File: src/rtl/output_stream_collector_if.sv
// rtl/output_stream_collector_if.sv - stream bundle for output_stream_collector
//
// Input side : in_valid, in_data[63:0] (engine pushes, never stalls),
//              in_ready (informational only).
// Output side: out_data[31:0], out_valid, out_strb[3:0], out_ready
//              (full valid/ready handshake toward the streamer).
// master = engine/streamer side, slave = collector side.
interface output_stream_collector_if;
  logic        in_valid;
  logic [63:0] in_data;
  logic        in_ready;
  logic [31:0] out_data;
  logic        out_valid;
  logic [3:0]  out_strb;
  logic        out_ready;

  modport master (
    output in_valid, in_data, out_ready,
    input  in_ready, out_data, out_valid, out_strb
  );

  modport slave (
    input  in_valid, in_data, out_ready,
    output in_ready, out_data, out_valid, out_strb
  );
endinterface

File: src/rtl/output_stream_collector.sv
// rtl/output_stream_collector.sv - 64-bit word FIFO to 32-bit beat collector
//
// Buffers engine output words in a DEPTH-entry FIFO and re-emits each word as
// two 32-bit beats (low half first). Counts words per layer and reports
// completion (done_o) and dropped words (error_o).
//
// Ports:
//   clk_i, rst_ni       clock, asynchronous active-low reset
//   clear_i             synchronous clear, same effect as reset
//   start_i             arm one layer (sampled in IDLE only)
//   expected_words_i    words expected for the layer, sampled with start_i
//   strm (slave)        in_valid/in_data/in_ready and
//                       out_data/out_valid/out_strb/out_ready
//   done_o              one-cycle pulse: layer complete and drained
//   busy_o              high in RUN and DRAIN
//   error_o             sticky: a word was dropped
//   accepted_o          words accepted this layer (saturating)
//
// Build option: OUTPUT_COLLECTOR_BYTE_SWAP_EN byte-reverses every beat.
module output_stream_collector #(
  parameter int DEPTH     = 8,
  parameter int CNT_WIDTH = 16
) (
  input  logic                      clk_i,
  input  logic                      rst_ni,
  input  logic                      clear_i,
  input  logic                      start_i,
  input  logic [CNT_WIDTH-1:0]      expected_words_i,
  output_stream_collector_if.slave  strm,
  output logic                      done_o,
  output logic                      busy_o,
  output logic                      error_o,
  output logic [CNT_WIDTH-1:0]      accepted_o
);

  localparam int AW = $clog2(DEPTH);
  localparam logic [AW:0] FULL_CNT = (AW+1)'(DEPTH);

  typedef enum logic [1:0] {IDLE, RUN, DRAIN} state_t;

  state_t               state;
  logic [63:0]          mem [DEPTH];
  logic [AW-1:0]        wr_ptr;
  logic [AW-1:0]        rd_ptr;
  logic [AW:0]          occ;
  logic [AW:0]          occ_next;
  logic                 beat_sel;
  logic [CNT_WIDTH-1:0] expected;
  logic [CNT_WIDTH-1:0] acc_inc;

  logic        not_empty;
  logic        full;
  logic        hs;
  logic        pop;
  logic        push;
  logic        drop;
  logic [63:0] head;
  logic [31:0] beat;

  assign not_empty = (occ != '0);
  assign full      = (occ == FULL_CNT);
  assign hs        = not_empty & strm.out_ready;
  // The head leaves the FIFO only once its upper half has been taken.
  assign pop       = hs & beat_sel;
  // A full FIFO still takes a word when the head is popped on this edge.
  assign push      = strm.in_valid & (state == RUN) & (~full | pop);
  assign drop      = strm.in_valid & ~push;

  assign acc_inc   = (accepted_o == '1) ? accepted_o : accepted_o + 1'b1;

  always_comb begin
    occ_next = occ;
    case ({push, pop})
      2'b10:   occ_next = occ + 1'b1;
      2'b01:   occ_next = occ - 1'b1;
      default: occ_next = occ;
    endcase
  end

  assign head = mem[rd_ptr];
  assign beat = beat_sel ? head[63:32] : head[31:0];

  // Data is forced to zero when nothing is buffered so the output is
  // well-defined out of reset without clearing the storage array.
  always_comb begin
    strm.out_data = '0;
    if (not_empty) begin
`ifdef OUTPUT_COLLECTOR_BYTE_SWAP_EN
      strm.out_data = {beat[7:0], beat[15:8], beat[23:16], beat[31:24]};
`else
      strm.out_data = beat;
`endif
    end
  end

  assign strm.out_valid = not_empty;
  assign strm.out_strb  = 4'hF;
  assign strm.in_ready  = ~full;

  always_ff @(posedge clk_i) begin
    if (push) begin
      mem[wr_ptr] <= strm.in_data;
    end
  end

  always_ff @(posedge clk_i or negedge rst_ni) begin
    if (!rst_ni) begin
      state      <= IDLE;
      wr_ptr     <= '0;
      rd_ptr     <= '0;
      occ        <= '0;
      beat_sel   <= 1'b0;
      expected   <= '0;
      accepted_o <= '0;
      done_o     <= 1'b0;
      busy_o     <= 1'b0;
      error_o    <= 1'b0;
    end else if (clear_i) begin
      state      <= IDLE;
      wr_ptr     <= '0;
      rd_ptr     <= '0;
      occ        <= '0;
      beat_sel   <= 1'b0;
      expected   <= '0;
      accepted_o <= '0;
      done_o     <= 1'b0;
      busy_o     <= 1'b0;
      error_o    <= 1'b0;
    end else begin
      if (push) wr_ptr <= wr_ptr + AW'(1);
      if (pop)  rd_ptr <= rd_ptr + AW'(1);
      occ      <= occ_next;
      beat_sel <= beat_sel ^ hs;
      done_o   <= 1'b0;
      error_o  <= error_o | drop;

      case (state)
        IDLE: begin
          if (start_i) begin
            expected   <= expected_words_i;
            accepted_o <= '0;
            // start clears the sticky flag; a stray word in this cycle still counts
            error_o    <= drop;
            busy_o     <= 1'b1;
            state      <= (expected_words_i == '0) ? DRAIN : RUN;
          end
        end
        RUN: begin
          if (push) begin
            accepted_o <= acc_inc;
            if (acc_inc >= expected) state <= DRAIN;
          end
        end
        DRAIN: begin
          // Looking at the next occupancy makes done_o land the cycle after
          // the final beat-1 handshake.
          if (occ_next == '0) begin
            done_o <= 1'b1;
            busy_o <= 1'b0;
            state  <= IDLE;
          end
        end
        default: begin
          state  <= IDLE;
          busy_o <= 1'b0;
        end
      endcase
    end
  end

endmodule

File: src/flat_wrapper.sv
// flat-port wrapper written by rule: the top's interface ports become plain ports
module output_stream_collector_flat 
#(
  parameter int DEPTH     = 8,
  parameter int CNT_WIDTH = 16
)
  (clk_i, rst_ni, clear_i, start_i, expected_words_i, done_o, busy_o, error_o, accepted_o, strm_in_valid, strm_in_data, strm_out_ready, strm_in_ready, strm_out_data, strm_out_valid, strm_out_strb);
  output_stream_collector_if strm_i ();
  input  logic clk_i;
  input  logic rst_ni;
  input  logic clear_i;
  input  logic start_i;
  input  logic [CNT_WIDTH-1:0] expected_words_i;
  output logic done_o;
  output logic busy_o;
  output logic error_o;
  output logic [CNT_WIDTH-1:0] accepted_o;
  input wire logic [$bits(strm_i.in_valid)-1:0] strm_in_valid;
  input wire logic [$bits(strm_i.in_data)-1:0] strm_in_data;
  input wire logic [$bits(strm_i.out_ready)-1:0] strm_out_ready;
  output wire logic [$bits(strm_i.in_ready)-1:0] strm_in_ready;
  output wire logic [$bits(strm_i.out_data)-1:0] strm_out_data;
  output wire logic [$bits(strm_i.out_valid)-1:0] strm_out_valid;
  output wire logic [$bits(strm_i.out_strb)-1:0] strm_out_strb;
  assign strm_i.in_valid = strm_in_valid;
  assign strm_i.in_data = strm_in_data;
  assign strm_i.out_ready = strm_out_ready;
  assign strm_in_ready = strm_i.in_ready;
  assign strm_out_data = strm_i.out_data;
  assign strm_out_valid = strm_i.out_valid;
  assign strm_out_strb = strm_i.out_strb;
  output_stream_collector #(.DEPTH(DEPTH), .CNT_WIDTH(CNT_WIDTH)) u_core (.clk_i(clk_i), .rst_ni(rst_ni), .clear_i(clear_i), .start_i(start_i), .expected_words_i(expected_words_i), .strm(strm_i), .done_o(done_o), .busy_o(busy_o), .error_o(error_o), .accepted_o(accepted_o));
endmodule
File: config.mk
export PLATFORM = sky130hd
export DESIGN_NAME = output_stream_collector_flat
export DESIGN_NICKNAME = d
export VERILOG_FILES = /design/src/rtl/output_stream_collector_if.sv /design/src/rtl/output_stream_collector.sv /design/src/flat_wrapper.sv
export SDC_FILE = /design/constraint.sdc
export NUM_CORES = 1
export LEC_CHECK = 0
export CAP_MARGIN = 0
export CORE_ASPECT_RATIO = 1.2
export CORE_MARGIN = 8
export CORE_UTILIZATION = 59
export CTS_BUF_LIST = sky130_fd_sc_hd__clkbuf_4 sky130_fd_sc_hd__clkbuf_8 sky130_fd_sc_hd__clkbuf_16
export DETAILED_ROUTE_END_ITERATION = 10
export PLACE_DENSITY = 0.83
export SLEW_MARGIN = 20
export SYNTH_ARGS = -nofsm -noshare
export SYNTH_HDL_FRONTEND = slang
export SYNTH_SLANG_ARGS = --single-unit
File: constraint.sdc
create_clock -name clk_i -period 10.64 [get_ports clk_i]
set_input_delay 1.596 -clock clk_i [delete_from_list [all_inputs] [get_ports clk_i]]
set_output_delay 1.596 -clock clk_i [all_outputs]
set_load 0.1 [all_outputs]
# Word level (Yosys, flattened, before mapping)
# Memories as Yosys holds them, arrays and structs flattened.
# Cells that the tools add are included.
[word_totals]
elab_cells = 87
reg_bits = 48
n_memories = 1
out_inout_bits = 57
inputBits = 86
ram_bits = 512
[classes]
add_sub_neg = 5
reduce_logical = 13
n_eq_ne = 11
bitwise = 10
muxes = 36
magnitude_cmp = 1
[memory_table]
columns = ["memory", "depth", "word_bits", "rd", "rd_clocked_by_memory_dff", "wr", "line_no", "text"]
rows = [
  ["u_core.mem", 8, 64, 1, 0, 1, "output_stream_collector.sv:42", "logic [63:0] mem [DEPTH];"],
]
[op_table]
columns = ["cell", "count"]
rows = [
  ["$mux 16", 7],
  ["$mux 32", 2],
  ["$pmux 16 s2", 1],
  ["$add 16x1->16 const B", 1],
  ["$eq 16x16->1 const B", 1],
  ["$ge 16x16->1", 1],
  ["$logic_not 16->1", 1],
  ["$mux 1", 12],
  ["$mux 2", 6],
  ["$mux 3", 4],
  ["$pmux 4 s2", 1],
  ["$reduce_bool 2->1", 4],
  ["$add 3x1->3 const B", 2],
  ["$ne 3x2->1 const B", 2],
  ["$ne 3x3->1 const B", 2],
  ["$pmux 2 s3", 1],
  ["$reduce_and 3->1", 2],
  ["$and 1x1->1", 5],
  ["$add 4x1->4 const B", 1],
  ["$eq 2x1->1 const B", 2],
  ["$eq 2x2->1 const B", 2],
  ["$eq 4x4->1 const B", 1],
  ["$logic_not 4->1", 1],
  ["$mux 4", 1],
  ["11 further kinds", 13],
]

# Longest topological paths before layout
# Gate-level depths: netlist of run 1.
[depth]
ltp_word = 11
ltp_mapped = 16

# Worst setup path after synthesis of run 1
# Ideal clock, no wire load.
[synth_timing]
kind = "input to register"
from = "input strm_out_ready"
to = "memory u_core.mem[1][0] (enable)"
t_arrival_ns = 9.195
path_buffers = 0
required_ns = 9.973
cell_stages = 6
setup_time_ns = 0.667
slack_ns = 0.778
cell_sequence = "nor2b_1 ha_1 o211ai_2 nor2_1 inv_1 nor4b_1"
[synth_via]
elab_chain_len = 6
[synth_rtl]
columns = ["item", "line_no", "text"]
rows = [
  ["from (decl)", "flat_wrapper.sv:20", "input wire logic [$bits(strm_i.out_ready)-1:0] strm_out_ready;"],
  ["$and 1x1->1", "output_stream_collector.sv:62", "assign hs = not_empty & strm.out_ready;"],
  ["$and 1x1->1", "output_stream_collector.sv:64", "assign pop = hs & beat_sel;"],
  ["$or 1x1->1", "output_stream_collector.sv:66", "assign push = strm.in_valid & (state == RUN) & (~full | pop);"],
  ["$and 1x1->1", "output_stream_collector.sv:66", ""],
  ["$mux 1", "output_stream_collector.sv:101", "if (push) begin"],
  ["$mux 1 (not written as such)", "output_stream_collector.sv:102", "mem[wr_ptr] <= strm.in_data;"],
  ["to (decl)", "output_stream_collector.sv:42", ""],
]
# No other way between the ends.

# Worst setup path in the final report of run 1
[layout_timing]
from = "register u_core.rd_ptr[1]"
to = "output strm_out_data[20]"
[layout_via]
elab_chain_len = 3
[layout_rtl]
columns = ["item", "line_no", "text"]
rows = [
  ["from (decl)", "output_stream_collector.sv:44", "logic [AW-1:0] rd_ptr;"],
  ["from (signal assigned)", "output_stream_collector.sv:131", "if (pop) rd_ptr <= rd_ptr + AW'(1);"],
  ["$mem_v2 8x64", "n/a", ""],
  ["$mux 32", "output_stream_collector.sv:81", "assign beat = beat_sel ? head[63:32] : head[31:0];"],
  ["$mux 32", "output_stream_collector.sv:87", "if (not_empty) begin"],
  ["to (decl)", "flat_wrapper.sv:22", "output wire logic [$bits(strm_i.out_data)-1:0] strm_out_data;"],
]
# No other way between the ends.

==> qor.yml, run 1 <==
final_layout:
  drive_above_1_share_pct: 22.3
  fin_util_pct: 69.2
  final_cells: 1729
  layout-area-overhead-vs-synth_pct: 16.1
  layout.nets: 1319
  regArea_sq_um: 16600
  multi_input_area_sq_um: 5490
  fillers: 2190
critical_path:
  rr_worst_depth: 15
  required_ns: 9.04
  max_stage_delay_ns: 0.99
  critical_path.max_fanout: 76
  timing.critical_path.slowest_stage_cell: "clkdlybuf4s50_1"
  r2r-start: "u_core.occ[1]"
  critPathMostFrequentCell: "mux4_2"
  start_kind: "register"
  critPathCaptureType: "output port"
  regToRegEndpoint: "u_core.done_o"
  criticalPathCategory: "register to output port"
  crit_chain: "buf_4, mux4_2, mux4_2, and2_1, clkdlybuf4s50_1"
  critPathArrivalTime_ns: 4.70
  r2r_slack_ns: 6.83
min_path:
  min_path_cells: 1
  min_to: "u_core.error_o"
  min_path_type: "register to register"
  min_from: "u_core.error_o"
placement:
  io_buffers: 138
  dp_cells: 1635
  gp_congestion: 0.784
  dp_hpwl_microns: 23700
  pre_cts_slack_ns: 4.95
sta:
  worst_slack_ns: 4.34
  fin_crit_sh_pct: 59.2
  report.final.slew_viol_count: 0
  max-slew-margin-rel_pct: 24.0
  clock.fmax_mhz: 159
  finalCriticalPeriod_ns: 6.30
  fin_worst_skew_ns: 0.0166
  finalHoldViolations: 0
  worstMarginPinSlew_ns: 1.14
  setup_violations: 0
  setup_tns_ns: 0
  rsz0062_at_grt: "no"
cts:
  post_cts_resized: 0
  numCtsBuffers: 51
  insertion_delay_ns: 0.58
  cts.sinks: 560
  cts_buffer_depth: 3
  clk_pin_slew_ns: 0.06
  root_buffer: "clkbuf_16"
  cts_setup_buffers: 0
  h-tree-depth: 2
  cts_hold_buf: 0
  cts_tree: "done"
synth:
  synth_edf_count: 512
  synth-seq-area-share_pct: 74.1
  syn_inst: 1061
  yosysTopAreaCell: "edfxtp_1"
  yosys_warnings: 0
  ys.flop_type: "edfxtp_1"
  synth_top_area_share_pct: 68.7
  synth_area_per_cell_sq_um: 21.1
  yosys-top-cells-area: "edfxtp_1 69%, mux4_2 16%, dfrtp_1 5.4%, ha_1 1.3%, and2_1 0.89%"
  synth-seq-cells: 560
  yosysUniqueCellTypes: 56
  async_flop_share_pct: 8.57
  synth_area_sq_um: 22400
routing:
  drcViolationCount: 0
  avgViaCountPerCell: 6.42
  dr_total_vias: 11100
  firstDrtPassIters: 5
  drt_wl_total_microns: 47000
  wl_per_cell_microns: 27.2
  ant_nets: 0
  first_iter_violations: 930
run:
  drv_cap: 0
floorplanning:
  die-area_sq_um: 44400
  core_area_sq_um: 37600
  chipWidth_microns: 194
  rows: 78
  initial_core_util_pct: 59.5
  io_pins: 143
  die_h_microns: 229
power_and_ir_drop:
  p_per_area_nw_per_um2: 195
  irDropWorstVdd_uv: 165
  leakagePower_nw: 8.26
grt:
  antenna_found_initial: 4
  track_usage_pct: 21.1
  gr-total-overflow: 0
  grt_pass1_vias: 11700
  grt_pass1_wl_microns: 71400
  grt_max_degree: 83
outcome:
  status: "finished, final reports clean"
[power by group]
| part | internal [mW] | leakage [nW] | switching, mW |
|---|---|---|---|
| clock network | 1.07 | 0.835 | 0.777 |
| registers | 2.49 | 5.26 | 0.0431 |
| logic | 0.223 | 2.17 | 0.466 |
| total | 3.78 | 8.26 | 1.29 |
[kinds of logic after synthesis]
| kind of cell | after synthesis | synth area share (%) |
|---|---|---|
| fa+ha+maj | 23 | 1.29 |
| flops | 560 | 74.1 |
| simple gates | 136 | 3.37 |
| compound gates | 73 | 2.34 |
| mux | 168 | 16.5 |
| other cells | 1 | 0.0168 |
| xor+xnor | 19 | 0.744 |
| buf+inv | 81 | 1.64 |
[routing by layer]
| layer | vias to the layer above | global-route usage, % | part of all wire (%) |
|---|---|---|---|
| met4 | 6 | 6.67 | 2.2 |
| met5 | - | 0 | 0.081 |
| li1 | 4710 | - | - |
| met2 | 454 | 37.4 | 53 |
| met3 | 82 | 4.15 | 6.6 |
| met1 | 5840 | 26.1 | 38 |
[final cells by class]
class	instances	share of cell area, %
multi-input cells	423	21.1
inverters	21	0.303
repair buffers	153	5.94
clock buffers	58	5.14
diodes	2	0.0193
flip-flops and latches	560	63.8
clock inverters	32	1.33
well taps	480	2.31
[worst max path at each step]
stage	end	startpoint	slack [ns]
after CTS	strm_out_data[12]	u_core.rd_ptr[0]	4.28
final	strm_out_data[20]	u_core.rd_ptr[1]	4.34
after detailed placement	strm_out_data[21]	u_core.rd_ptr[0]	4.95
after global placement	strm_out_data[28]	u_core.rd_ptr[0]	4.97
after floorplan	u_core.mem[1][0]	strm_out_ready	0.78
after global routing	strm_out_data[27]	u_core.rd_ptr[0]	4.13
[registers in the layout, indices dropped and copies added, names as in the netlist]
| name | flops |
|---|---|
| u_core.mem | 512 |
| u_core.accepted_o | 16 |
| u_core.expected | 16 |
| u_core.occ | 4 |
| u_core.rd_ptr | 3 |
| u_core.wr_ptr | 3 |
| u_core.state | 2 |
| u_core.beat_sel | 1 |
| u_core.busy_o | 1 |
| u_core.done_o | 1 |
| u_core.error_o | 1 |
[placed cells by master, fill, tap and decap left out, types with 3 or more instances in the layout]
cell	instances
nand2b_1	4
clkbuf_4	6
xnor2_1	13
mux2i_1	4
clkinv_2	9
ha_1	23
o31ai_1	5
mux4_2	160
nand2_1	24
mux2_2	3
clkbuf_16	51
nor2_1	19
inv_1	20
o21ai_0	10
buf_4	13
a22o_1	21
dfrtp_1	44
clkdlybuf4s50_1	137
a31oi_1	6
nor2b_1	3
and3_1	4
bufinv_16	7
nand4_1	5
a21oi_1	10
or3_1	3
xor2_1	6
nor4_1	8
nand3_1	14
clkinv_1	13
and2_1	32
o21ai_1	4
conb_1	4
edfxtp_1	512
[cells in the mapped netlist (all sizes together) (3+ instances only)]
cell type and number:
a21oi 10, a22o 21, a31oi 6, and2 32, and3 4, buf 34
clkbuf 26, dfrtp 48, edfxtp 512, ha 23, inv 21, mux2 4
mux2i 4, mux4 160, nand2 24, nand2b 4, nand3 15, nand4 5
nor2 22, nor2b 3, nor4 9, o21ai 14, o31ai 5, or2 3
or3 3, xnor2 13, xor2 6
[metrics by stage]
| step | cell area, sq um | hold slack, ns | total power, mW |
|---|---|---|---|
| 3_5_place_dp | 24200 | 0.484 | 3.26 |
| 3_3_place_gp | 24200 | 0.485 | 3.25 |
| 2_1_floorplan | 22400 | 0.473 | 3.05 |
| 4_1_cts | 25900 | 0.503 | 5.10 |
| 6_report | 26000 | 0.498 | 5.07 |
| 5_1_grt | 26000 | 0.521 | 5.21 |
[critical path, delay by kind of cell, from the launching register on]
family | cells | cell delay [ns]
mux | 2 | 0.95
flops | 1 | 0.94
simple gates | 1 | 0.22
buf+inv | 2 | 1.96
Power figures use the tool's default switching activity.
==> inputs of run 2 (changes only) <==
--- a/config.mk
+++ b/config.mk
@@ -8,10 +8,10 @@
 export CAP_MARGIN = 0
 export CORE_ASPECT_RATIO = 1.2
 export CORE_MARGIN = 8
-export CORE_UTILIZATION = 59
+export CORE_UTILIZATION = 53
 export CTS_BUF_LIST = sky130_fd_sc_hd__clkbuf_4 sky130_fd_sc_hd__clkbuf_8 sky130_fd_sc_hd__clkbuf_16
 export DETAILED_ROUTE_END_ITERATION = 10
-export PLACE_DENSITY = 0.83
+export PLACE_DENSITY = 0.79
 export SLEW_MARGIN = 20
 export SYNTH_ARGS = -nofsm -noshare
 export SYNTH_HDL_FRONTEND = slang
==> constraint.sdc (replaced) <==
create_clock -name clk_i -period 5 [get_ports clk_i]
set_input_delay 0.75 -clock clk_i [delete_from_list [all_inputs] [get_ports clk_i]]
set_output_delay 0.75 -clock clk_i [all_outputs]
set_load 0.1 [all_outputs]
==> qor.yml, run 2 (synthesis gave the netlist of run 1 again) <==
power_and_ir_drop:
  p_total_mw: 10.9  # +120%
  irDropWorstVdd_uv: 328  # +98%
  leakagePower_nw: 8.40  # +1.7%
  p_per_area_nw_per_um2: 416  # +110%
sta:
  whs_ns: 0.171  # -0.327 ns
  fin_worst_skew_ns: 0.0141  # -0.00251 ns
  fin_crit_sh_pct: 87.9
  rsz0062_at_grt: "no"
  max-slew-margin-rel_pct: 31.4  # +7.4 points
  setup_violations: 0  # unchanged
  report.final.slew_viol_count: 0  # unchanged
  clock.fmax_mhz: 227
  finalHoldViolations: 0  # unchanged
  finalCriticalPeriod_ns: 4.40
  worstMarginPinSlew_ns: 1.03  # -0.111 ns
critical_path:
  critPathCaptureType: "output port"
  critical_path.max_fanout: 24  # -68%
  required_ns: 4.25  # -4.79 ns
  startpoint: "u_core.rd_ptr[0]"
  criticalPathCategory: "register to output port"
  r2r-start: "u_core.occ[1]"
  critPathArrivalTime_ns: 3.65  # -1.05 ns
  start_kind: "register"
final_layout:
  layout.nets: 1324  # +0.38%
  layout-area-overhead-vs-synth_pct: 17.2
  layout_common_cells: "512 x edfxtp_1, 160 x mux4_2, 108 x clkdlybuf4s50_1"
  multi_input_area_sq_um: 5520  # +0.52%
  final_common_cell: "edfxtp_1"
  regArea_sq_um: 16600  # unchanged
  largest_register: "u_core.mem"
  largest_reg_flops: 512  # unchanged
  drive_above_1_share_pct: 25.3  # +3.0 points
  fillers: 2788  # +27%
  largestRegisters: "u_core.mem (512), u_core.accepted_o (16), u_core.expected (16)"
  design_area_sq_um: 26200  # +0.90%
cts:
  root_buffer: "clkbuf_16"
  cts_setup_buffers: 0  # unchanged
  cts_tree: "done"
  clk_pin_slew_ns: 0.06  # about the same
  cts_buffer_depth: 3  # unchanged
  cts.sinks: 560  # unchanged
  insertion_delay_ns: 0.60  # +0.02 ns
  post_cts_resized: 0  # unchanged
  numCtsBuffers: 53  # +3.9%
  cts_hold_buf: 0  # unchanged
  h-tree-depth: 2  # unchanged
routing:
  drcViolationCount: 0  # unchanged
  ant_nets: 0  # unchanged
  dr_total_vias: 11000  # -0.82%
  first_iter_violations: 866  # -6.9%
  firstDrtPassIters: 5  # unchanged
  avgViaCountPerCell: 6.08  # -5.2%
  wl_per_cell_microns: 26.1  # -3.8%
  drt_wl_total_microns: 47300  # +0.60%
placement:
  gp_congestion: 0.831  # +6.0%
  io_buffers: 138  # unchanged
  place_area_sq_um: 24400  # +0.77%
  dp_hpwl_microns: 25400  # +7.4%
grt:
  grt_pass1_wl_microns: 71200  # -0.16%
  grt_pass1_vias: 11600  # -0.97%
  gr-total-overflow: 0  # unchanged
  grt_max_degree: 68  # -18%
  antenna_found_initial: 9  # +5
  track_usage_pct: 19.4  # -1.8 points
floorplanning:
  rows: 82  # +5.1%
  die-area_sq_um: 49100  # +10%
  die_h_microns: 241  # +5.1%
  core_area_sq_um: 41800  # +11%
  io_pins: 143  # unchanged
  initial_core_util_pct: 53.6  # -6.0 points
  chipWidth_microns: 204  # +5.1%
run:
  drv_cap: 0  # unchanged
min_path:
  min_path_type: "primary input to asynchronous set/reset pin"
outcome:
  status: "finished, final reports clean"
run 2: cell types whose count changed in the layout (fill, tap and decap cells not counted), sizes merged:
cell           previous run  this run
bufinv                    7         6
clkbuf                   58        62
clkinvlp                  1         2
clkinv                   23        27
diode                     2         4
clkdlybuf4s50           137       108
inv                      22        23
buf                      16        48
run 2: worst max-delay path, stage by stage, from the launching register on:
cell	delay [ns]
dfrtp_4	0.75
mux4_2	0.57
mux4_2	0.47
and2_1	0.23
clkdlybuf4s50_1	0.99
run 2: report_power, final:
part           internal, mW  switching (mW)  total (mW)
combinational         0.465            1.00        1.47
sequential             5.29          0.0959        5.39
clock                  2.32            1.72        4.04
run 2: final timing paths:
kind                            cells past startpoint               endpoint  slack, ns
min in group clk_i                                  1     u_core.expected[7]       0.51
worst max-delay path                                4       strm_out_data[0]       0.60
worst min-delay path                                1  u_core.accepted_o[14]       0.17
worst max register to register                     15        u_core.state[1]       1.23
worst min register to register                      1     u_core.expected[7]       0.51
max in group asynchronous                           1       u_core.rd_ptr[1]       4.35
run 2: cell type report:
class / instances / share of cell area, %
clock inverter: 37 / 1.45
timing repair buffer: 156 / 5.98
antenna: 4 / 0.0382
inverter: 21 / 0.301
multi-input combinational: 423 / 21.0
sequential: 560 / 63.3
tap: 546 / 2.61
clock buffer: 62 / 5.32
run 2: per-layer routing:
metal / GRT usage [%] / vias to the layer above / share of wire (%)
met3: 4.44 / 80 / 6.3
met5: 0 / - / 0.11
met4: 5.90 / 8 / 2.4
met1: 24.8 / 5811 / 40
met2: 32.8 / 390 / 51
li1: - / 4712 / -
run 2: stage by stage:
step | setup WS [ns] | setup TNS [ns] | instances | utilization, %
6_report | 0.603 | 0 | 1809 | 62.8
5_1_grt | 0.460 | 0 | 1807 | 62.8
4_1_cts | 0.553 | 0 | 1805 | 62.7
3_5_place_dp | 0.759 | 0 | 1706 | 58.5
3_3_place_gp | 0.879 | 0 | 1706 | 58.5
2_1_floorplan | -1.99 | -619.98 | 1064 | -
